### src/rtl/candy_vend_ctrl_param.sv
// -----------------------------------------------------------------------------
// candy_vend_ctrl_param
//
// Parametrised Moore vending controller. Credit builds up from decoded coin
// strobes. One candy is dispensed when the credit reaches PRICE. Change and
// refunds are paid out as 10/5 coin pulses.
//
// Build option:
//   CHANGE_RETURN_EN  defined   -> the post-sale remainder is paid out via PAYOUT
//                     undefined -> the remainder stays as credit for the next sale
//                                  (it can still be recovered with cancel)
//
// Ports:
//   clk          in   rising-edge clock
//   rst          in   synchronous, active-high reset
//   coin[3:0]    in   coin code, qualified by coin_valid
//   coin_valid   in   one-cycle strobe per inserted coin
//   cancel       in   refund request for the current credit
//   candy        out  dispense pulse, one cycle per sale
//   chg10        out  pay out one 10-rupee coin
//   chg5         out  pay out one 5-rupee coin
//   coin_accept  out  high the cycle after an accepted coin
//   coin_reject  out  high the cycle after a rejected coin
//   busy         out  high in any state other than COLLECT
//   credit       out  current credit in rupees
// -----------------------------------------------------------------------------
module candy_vend_ctrl_param #(
  parameter int unsigned PRICE      = 15,
  parameter int unsigned MAX_CREDIT = 40,
  parameter int unsigned CREDIT_W   = 6,
  parameter logic [3:0]  CODE_R5    = 4'b0101,
  parameter logic [3:0]  CODE_R10   = 4'b1010,
  parameter logic [3:0]  CODE_R20   = 4'b1111
) (
  input  logic                clk,
  input  logic                rst,
  input  logic [3:0]          coin,
  input  logic                coin_valid,
  input  logic                cancel,
  output logic                candy,
  output logic                chg10,
  output logic                chg5,
  output logic                coin_accept,
  output logic                coin_reject,
  output logic                busy,
  output logic [CREDIT_W-1:0] credit
);

  typedef enum logic [1:0] {
    S_COLLECT = 2'd0,
    S_VEND    = 2'd1,
    S_PAYOUT  = 2'd2
  } state_t;

  localparam logic [CREDIT_W-1:0] VAL5    = CREDIT_W'(5);
  localparam logic [CREDIT_W-1:0] VAL10   = CREDIT_W'(10);
  localparam logic [CREDIT_W-1:0] VAL20   = CREDIT_W'(20);
  localparam logic [CREDIT_W-1:0] MAX_C   = CREDIT_W'(MAX_CREDIT);
  localparam logic [CREDIT_W:0]   PRICE_X = (CREDIT_W+1)'(PRICE);

  state_t              state_q, state_d;
  logic [CREDIT_W-1:0] credit_q, credit_d;
  logic                candy_q, candy_d;
  logic                chg10_q, chg10_d;
  logic                chg5_q, chg5_d;
  logic                accept_q, accept_d;
  logic                reject_q, reject_d;
  logic                busy_q, busy_d;

  logic                coin_known;
  logic                coin_fits;
  logic [CREDIT_W-1:0] coin_val;
  logic [CREDIT_W:0]   sum_x;

  always_comb begin
    // NOTE: every signal assigned here gets a default first, so no path can
    // leave it unassigned and infer a latch.
    state_d    = state_q;
    credit_d   = credit_q;
    accept_d   = 1'b0;
    reject_d   = 1'b0;
    coin_known = 1'b1;
    coin_val   = '0;

    case (coin)
      CODE_R5:  coin_val = VAL5;
      CODE_R10: coin_val = VAL10;
      CODE_R20: coin_val = VAL20;
      default:  coin_known = 1'b0;
    endcase

    // Overflow test written as credit <= MAX - value so the sum never needs
    // to be formed before it is known to fit.
    coin_fits = (coin_val <= MAX_C) && (credit_q <= MAX_C - coin_val);
    sum_x     = {1'b0, credit_q + coin_val};

    case (state_q)
      S_COLLECT: begin
        if (cancel) begin
          // A coin arriving together with cancel is bounced; cancel wins.
          reject_d = coin_valid;
          if (credit_q != '0) state_d = S_PAYOUT;
        end else if (coin_valid) begin
          if (coin_known && coin_fits) begin
            accept_d = 1'b1;
            credit_d = credit_q + coin_val;
            if (sum_x >= PRICE_X) state_d = S_VEND;
          end else begin
            reject_d = 1'b1;
          end
        end
      end

      S_VEND: begin
        reject_d = coin_valid;
        credit_d = CREDIT_W'({1'b0, credit_q} - PRICE_X);
`ifdef CHANGE_RETURN_EN
        state_d  = (credit_d != '0) ? S_PAYOUT : S_COLLECT;
`else
        state_d  = S_COLLECT;
`endif
      end

      S_PAYOUT: begin
        reject_d = coin_valid;
        // Credit is always a non-zero multiple of 5 here.
        if (credit_q >= VAL10) credit_d = credit_q - VAL10;
        else                   credit_d = credit_q - VAL5;
        if (credit_d == '0) state_d = S_COLLECT;
      end

      default: state_d = S_COLLECT;
    endcase

    // Outputs are registered from the next state so that each one is valid
    // for the whole cycle the FSM spends in the matching state.
    candy_d = (state_d == S_VEND);
    busy_d  = (state_d != S_COLLECT);
    chg10_d = (state_d == S_PAYOUT) && (credit_d >= VAL10);
    chg5_d  = (state_d == S_PAYOUT) && (credit_d <  VAL10);
  end

  // NOTE: sequential state uses non-blocking assignments so every flop
  // samples values from before the edge, independent of statement order.
  always_ff @(posedge clk) begin
    if (rst) begin
      state_q  <= S_COLLECT;
      credit_q <= '0;
      candy_q  <= 1'b0;
      chg10_q  <= 1'b0;
      chg5_q   <= 1'b0;
      accept_q <= 1'b0;
      reject_q <= 1'b0;
      busy_q   <= 1'b0;
    end else begin
      state_q  <= state_d;
      credit_q <= credit_d;
      candy_q  <= candy_d;
      chg10_q  <= chg10_d;
      chg5_q   <= chg5_d;
      accept_q <= accept_d;
      reject_q <= reject_d;
      busy_q   <= busy_d;
    end
  end

  assign candy       = candy_q;
  assign chg10       = chg10_q;
  assign chg5        = chg5_q;
  assign coin_accept = accept_q;
  assign coin_reject = reject_q;
  assign busy        = busy_q;
  assign credit      = credit_q;

endmodule

### config.mk
export PLATFORM = sky130hd
export DESIGN_NAME = candy_vend_ctrl_param
export DESIGN_NICKNAME = d
export VERILOG_FILES = /design/src/rtl/candy_vend_ctrl_param.sv
export SDC_FILE = /design/constraint.sdc
export NUM_CORES = 1
export LEC_CHECK = 0
export CAP_MARGIN = 10
export CORE_MARGIN = 2
export CORE_UTILIZATION = 50
export DETAILED_ROUTE_END_ITERATION = 8
export DONT_BUFFER_PORTS = 1
export SLEW_MARGIN = 30
export SYNTH_ARGS = -nofsm -noshare
export SYNTH_HDL_FRONTEND = slang
export SYNTH_SLANG_ARGS = --single-unit
### constraint.sdc
create_clock -name clk -period 5 [get_ports clk]
set_input_delay 0.5 -clock clk [delete_from_list [all_inputs] [get_ports clk]]
set_output_delay 0.5 -clock clk [all_outputs]
set_load 0.05 [all_outputs]
==> summary by stage, run 1 <==
Outcome
The run finished with clean final reports.

GRT
Summed over all layers, the global routing overflow is 0. The total routing resource utilization after global routing is 24.09%. Entering global routing, the biggest net connects 20 pins. The initial antenna violation count is 0. The first global-routing pass estimated 7790 um of wire. The via count of the first global-routing pass came to 1,655.

Hold path
The endpoint of the worst hold path is credit[5]. The number of instances on the worst hold path is 1. The tightest min-delay check is of the in -> reg type. The launch instance of the worst min-delay path is rst.

Routing
In the final routed layout, each cell accounts on average for 17.85 um. Before antenna repair, the detailed router went through 5 iterations. For this run, design rule violations remaining after detail routing come to 0. The post-detailed-route via-to-cell ratio is 6.446. The overall routed net length is 4640 um. The total via count after detailed routing is 1,676.

For this block, the initial DRC count from the detailed router was 95. The detail route stage leaves a number of antenna-violating nets equal to 0.

STA
Timing would allow up to 0.2536 GHz. The worst clock skew is 0.003481 ns. The slew at the pin closest to its max-slew limit is 0.8185 ns.

The time the worst path needs with I/O delays and setup is 3.943 ns. The number of slew-limit violations in the final report is 0. The number of hold violations in the final report is 0. The final critical path takes up 78.86% of the cycle. The relative slew slack is 45.36%. The worst hold margin is 0.2924 ns.

The count of final setup violators is 0. The setup TNS is 0 ns. Setup repair after global routing left no endpoint under its margin.

Critical path
In this run the worst path has a maximum fanout of 6. The capturing element type of the critical path is a register. The type of the worst setup path is in -> reg. At the worst endpoint, the required time is 5.16 ns. The worst setup slack for register-to-register paths is 1.78 ns. Measured in cells, the most critical reg-to-reg path has a length of 8.

The data arrival time at the worst-slack endpoint is 4.11 ns. The worst setup path is launched from a primary input. The worst reg2reg path endpoint is chg5. The worst register-to-register path begins at credit[5].

Layout
0 antenna diodes ended up in the layout. The area growth from synthesis to layout is 4.993%. Fill cells in the final layout number 333. The net count of the finished layout is 249.

Leaving out fill and tap cells, the most frequent cell in the layout is sky130_fd_sc_hd__ha_1. The share of layout cells above drive strength 1 is 9.813%. The library cells used most frequently in the layout, excluding fill and tap cells, are sky130_fd_sc_hd__ha_1, sky130_fd_sc_hd__inv_1, sky130_fd_sc_hd__a21oi_1.

The post-layout utilization of the core is 54.41%.

Logic synthesis
Yosys printed 0 warnings. For this run, asynchronously set or reset flops after synthesis account for 0%. The post-synthesis instance area is 0.001729 mm^2. The sequential cell area fraction in the yosys report is 16.21%. Synthesis produced 215 cells. The number of flip-flops and latches in the synthesized netlist is 14.

The unique cell type count in the Yosys netlist is 55. The synthesized design contains 0 enable-type register cells. The total nets after synthesis is 249.

In the synthesized netlist the dominant register cell turns out to be sky130_fd_sc_hd__dfxtp_1. Dividing the synthesized area by the synthesized cell count gives 8.043 um^2.

Die
The full die area is 0.003944 mm^2. For this design the top-level I/O count stands at 20. In this run the core area contains 21 standard-cell rows.

The chip width is 62.81 um. The initial core utilization is 51.82%. The die is 62.81 um tall. The core region is 0.003337 mm^2.

Power and ir drop
The analysis attributes to cell leakage a power of 0.8017 nW. The cell area power density is 599.5 mW/mm^2. Across the VDD grid, the largest voltage drop is 0.3889 mV.

CTS
The clock transition at the registers of the reported paths is 0.08 ns. Once the clock tree was built, the resizer swapped 0 gates to a different size. In this run the deepest clock path goes through 2 buffers. CTS saw 14 sinks. The number of buffers inserted by hold repair at cts is 0.

The number of clock buffers added by TritonCTS is 3. CTS placed an instance of sky130_fd_sc_hd__clkbuf_4 at the clock tree root. TritonCTS built the clock tree. The clock network latency to the later pin of the worst-skew pair is 0.27 ns.

Post-CTS timing repair inserted 0 buffers for setup. CTS built an H-tree with a depth of 1.

Place
The weighted congestion at the end of routability-driven global placement is 0.9015. Port buffering added 0 buffers. The wire-length estimate of the detail-placed layout is 3604 um.

Run
The max-capacitance violation count is 0.
-- power breakdown --
part / total (mW) / internal (mW) / leakage, nW / switching, mW
combinational: 0.759 / 0.284 / 0.666 / 0.475
sequential: 0.253 / 0.149 / 0.115 / 0.104
clock: 0.0763 / 0.0442 / 0.0210 / 0.0321
total: 1.09 / 0.478 / 0.802 / 0.611
-- cell type report --
cell class	instances	area [um^2]	area share, %
clock buffers	4	36.28	1.999
repair buffers	5	37.54	2.068
flip-flops and latches	14	280.3	15.44
well taps	46	57.56	3.170
inverters	20	75.07	4.135
multi-input cells	171	1329	73.19
-- cells by family (layout without fill, tap and decap cells) --
family          after synthesis  count (layout)  synth area share (%)
flops                        14              14                 16.21
fa+ha+maj                    26              26                 19.25
simple gates                 58              58                 18.23
compound gates               79              79                 35.31
xor+xnor                      8               8                 4.052
buf+inv                      30              29                 6.946
-- worst max-delay path by stage --
stage | startpoint | end | slack (ns) | depth (start not counted)
CTS | coin[2] | chg5 | 1.12 | 15
global placement | coin[2] | chg5 | 0.99 | 15
floorplan | coin[2] | chg5 | 1.40 | 15
finish | coin[2] | chg5 | 1.06 | 15
global route | coin[3] | chg5 | 0.83 | 15
detailed placement | coin[2] | chg5 | 0.85 | 15
-- layer usage --
metal | GRT usage (%) | wire length (um) | up-vias
li1 | - | - | 810
met1 | 31.16 | 2059 | 818
met2 | 40.46 | 2295 | 44
met3 | 4.505 | 248 | 4
met4 | 7.500 | 36 | 0
met5 | 0 | 0 | -
-- registers in the layout, indices dropped and copies added (netlist names) --
signal and flops:
coin_accept 1, coin_reject 1, credit 6, busy 1
candy 1, chg5 1, chg10 1, state_q 2
-- cell usage after synthesis (all sizes together), types with 4 or more instances --
cell     number  area share, %
ha           25             18
inv          20            4.3
dfxtp        14             16
nand3         4            1.2
a2111oi       4            3.8
clkbuf        6            1.3
a21o          4            1.7
nand2        11            2.4
a211o         5            2.5
a31oi         4            1.4
nor2         13            3.3
nand4         4            1.4
nor3          6            1.7
a21oi        16            4.8
nand2b        5            1.8
buf           4            1.3
xor2          5            2.5
a21boi        5            2.2
o21ai        10            2.9
-- worst max-delay path, cell delays in order --
cell and delay (ns):
sky130_fd_sc_hd__nand2_1 0.06, sky130_fd_sc_hd__nor2_1 0.15, sky130_fd_sc_hd__inv_1 0.10, sky130_fd_sc_hd__ha_1 0.22, sky130_fd_sc_hd__or4_1 0.50, sky130_fd_sc_hd__ha_1 0.22
sky130_fd_sc_hd__xor2_1 0.17, sky130_fd_sc_hd__ha_1 0.30, sky130_fd_sc_hd__nand4_1 0.13, sky130_fd_sc_hd__a21oi_1 0.07, sky130_fd_sc_hd__o32ai_1 0.52, sky130_fd_sc_hd__nand2_1 0.30
sky130_fd_sc_hd__a221o_1 0.43, sky130_fd_sc_hd__a21oi_1 0.21, sky130_fd_sc_hd__and4bb_1 0.22
-- through the flow --
step	instances	worst slack, ns	area (um^2)	total power [mW]
final	260	1.057	1815	1.088
after global routing	260	0.8323	1815	1.181
after CTS	260	1.124	1815	1.083
after detailed placement	256	0.8491	1779	1.003
after global placement	256	0.9866	1779	0.9975
after floorplan	215	1.396	1729	0.8373
Power figures use the tool's default switching activity.
==> inputs of run 2 (changes only) <==
--- a/config.mk
+++ b/config.mk
@@ -10,6 +10,7 @@
 export CORE_UTILIZATION = 50
 export DETAILED_ROUTE_END_ITERATION = 8
 export DONT_BUFFER_PORTS = 1
+export PLACE_DENSITY = 0.68
 export SLEW_MARGIN = 30
 export SYNTH_ARGS = -nofsm -noshare
 export SYNTH_HDL_FRONTEND = slang
==> constraint.sdc (replaced) <==
create_clock -name clk -period 3.3 [get_ports clk]
set_input_delay 0.33 -clock clk [delete_from_list [all_inputs] [get_ports clk]]
set_output_delay 0.33 -clock clk [all_outputs]
set_load 0.05 [all_outputs]
==> summary by stage, run 2 (same netlist as run 1, synthesis figures left out) <==
Outcome
The flow ran to the end, and the final reports show no timing, DRC or antenna violations.

CTS
The largest buffer count on any clock path is 2 (unchanged). The number of buffers inserted by hold repair at cts is 0 (unchanged). TritonCTS built the clock tree. The deepest level of the CTS H-tree is 1 (unchanged). The clock transition at the registers of the reported paths is 0.09 ns (about the same). The buffer type at the clock tree root is sky130_fd_sc_hd__clkbuf_4. The clock network latency to the later pin of the worst-skew pair is 0.28 ns (about the same).

The number of clock sinks came to 14 (unchanged). The number of CTS-inserted buffers is 3 (unchanged).

Routing
The total via count after detailed routing was 1,769 (+5.5%). The overall routed net length is 4817 um (+3.8%). The remaining antenna violation count after routing is 0 (unchanged). The violation count after the first detailed-routing iteration is 133 (+40%). The average wire length per cell after detail routing is 17.14 um (-3.9%). The first-pass detailed-route iteration total is 4 (-1). The post-detailed-route via-to-cell ratio is 6.295 (-2.3%). The post-detailed-route DRC marker count is 0 (unchanged).

Place
The weighted congestion at the end of routability-driven global placement is 0.8784 (-2.6%). The worst setup slack before clock tree synthesis is -0.1906 ns (-1.040 ns). The area after detailed placement was 0.001946 mm^2 (+9.4%). The HPWL after detailed placement was 3782 um (+4.9%). The total of buffers placed on input and output ports is 0 (unchanged).

STA
The worst clock skew came to 0.005025 ns (+0.001544 ns). The count of final setup violators came to 0 (unchanged). The highest clock rate is 0.3090 GHz. The number of slew-limit violations in the final report is 0 (unchanged). The share of the cycle needed by the critical path after routing is 98.07%. The final critical-path setup slack is 0.06384 ns (-0.9934 ns). The worst hold margin is 0.1072 ns (-0.1852 ns). The relative slew slack is 55.32% (+10 points).

The number of hold violations in the final report is 0 (unchanged). Counting I/O delays and the setup requirement, the final critical path takes 3.236 ns. The setup TNS is 0 ns (unchanged).

The slew at the pin closest to its max-slew limit is 0.6693 ns (-0.1492 ns).

Critical path
The startpoint type of the worst setup path is a primary input. The cell with the biggest individual delay on the critical path is sky130_fd_sc_hd__or4_4. The capturing element type of the critical path is a register. The type of the worst setup path is in -> reg.

On the critical path the largest part of the delay comes from compound AO/OA/AOI/OAI gates. The maximum fanout count along the critical path is 6 (unchanged). The highest cell delay on the worst timing path came to 0.50 ns (-0.02 ns). The data arrival time at the worst-slack endpoint is 3.42 ns (-0.69 ns). The required arrival time at the worst endpoint is 3.48 ns (-1.68 ns). The number of buffers and inverters on the critical path is 1 (unchanged). The signal on the critical path passes through nand2_2 > nor2_2 > inv_1 > ha_2 > or4_4 > ha_4 > xor2_1 > ha_1 > nand4_1 > a21oi_2 > o32a_1 > a311oi_2 > nor3_1 > a31o_2 > and4bb_1.

Layout
The top cell types in the final layout, fill and taps aside, are sky130_fd_sc_hd__buf_4, sky130_fd_sc_hd__ha_1, sky130_fd_sc_hd__inv_1. The count of fill cells added during filler insertion is 312 (-6.3%). The register containing the most flip-flops in the final layout is credit.

The number of diodes added for antenna fixing is 0 (unchanged). The area growth from synthesis to layout is 16.72%. The storage element area is 280.3 um^2 (unchanged). The commonest non-fill, non-tap cell in the layout is sky130_fd_sc_hd__buf_4. The combined area of the multi-input logic cells is 0.001374 mm^2 (+3.4%).

In the final layout, the registers with the most flip-flops are credit: 6 flops, state_q: 2 flops. The flip-flop count of the largest register after layout is 6 (unchanged). The share of layout cells above drive strength 1 is 21.70% (+12 points).

The net count of the finished layout was 270 (+8.4%). The cell area after layout is 0.002018 mm^2 (+11%).

GRT
The total routing resource utilization after global routing came to 24.70% (+0.61 points). The total congestion overflow is 0 (unchanged). The via count of the first global-routing pass came to 1,661 (+0.36%). The global-route wire length before repair is 7824 um (+0.44%). The maximum number of pins on one net before global-route repair came to 16 (-20%). The initial antenna violation count came to 0 (unchanged).

Die
The floorplan row count is 21 (unchanged). The number of primary I/O pins came to 20 (unchanged). The chip width is 62.81 um (unchanged). The die extent in y is 62.81 um (unchanged). The core area was 0.003337 mm^2 (unchanged). The full die area was 0.003944 mm^2 (unchanged).

The initial core utilization came to 51.82% (unchanged).

Power and ir drop
The cell leakage power is 0.9078 nW (+13%). The total power came to 1.753 mW (+61%). The worst supply voltage drop on vdd was 0.6328 mV (+63%). The cell area power density is 868.6 mW/mm^2 (+45%).

Run
The max-capacitance violation count is 0 (unchanged).

Hold path
The tightest min-delay check is of the in -> reg type.
-- run 2: cell count changes in the layout (fill, tap and decap cells not counted), sizes merged --
cell / before / now
buf: 5 / 26
-- run 2: per-layer routing --
| metal | vias up | wire length, um | track usage [%] |
|---|---|---|---|
| met4 | 0 | 97 | 6.389 |
| met2 | 62 | 2342 | 42.34 |
| met3 | 12 | 278 | 3.604 |
| met5 | - | 0 | 0 |
| met1 | 839 | 2098 | 32.34 |
| li1 | 856 | - | - |
-- run 2: where the power goes --
group,switching [mW],internal [mW]
logic,0.715,0.504
registers,0.183,0.226
clock network,0.0568,0.0671
-- run 2: worst paths after layout --
path	slack, ns	cells past startpoint	from	end
max reg2reg	0.38	9	credit[0]	chg10
min	0.11	1	rst	state_q[0]
max	0.06	15	coin[2]	chg5
min reg2reg	0.59	1	state_q[1]	candy
-- run 2: what timing repair did --
action                                  CTS  global route
endpoints found under the setup margin    0             4
resized for setup                         0             4
buffers inserted                          0             4
endpoints found under the hold margin     0             0
-- run 2: final cells by class --
type | instances | area share (%)
repair buffers | 26 | 9.671
clock buffers | 4 | 1.798
well taps | 46 | 2.852
flip-flops and latches | 14 | 13.89
inverters | 20 | 3.720
multi-input cells | 171 | 68.07
-- run 2: through the flow --
stage,utilization (%),instances
2_1_floorplan,-,215
3_3_place_gp,58.31,273
3_5_place_dp,58.31,273
4_1_cts,59.39,277
5_1_grt,60.48,281
6_report,60.48,281
-- run 2: worst register-to-register path, cell delays in order (launching register included) --
cell	delay, ns
sky130_fd_sc_hd__dfxtp_1	0.47
sky130_fd_sc_hd__inv_1	0.20
sky130_fd_sc_hd__ha_1	0.28
sky130_fd_sc_hd__o31ai_1	0.34
sky130_fd_sc_hd__a21oi_1	0.14
sky130_fd_sc_hd__or2_2	0.35
sky130_fd_sc_hd__a2111oi_1	0.50
sky130_fd_sc_hd__a221o_1	0.27
sky130_fd_sc_hd__a21oi_1	0.06
sky130_fd_sc_hd__o211a_1	0.22
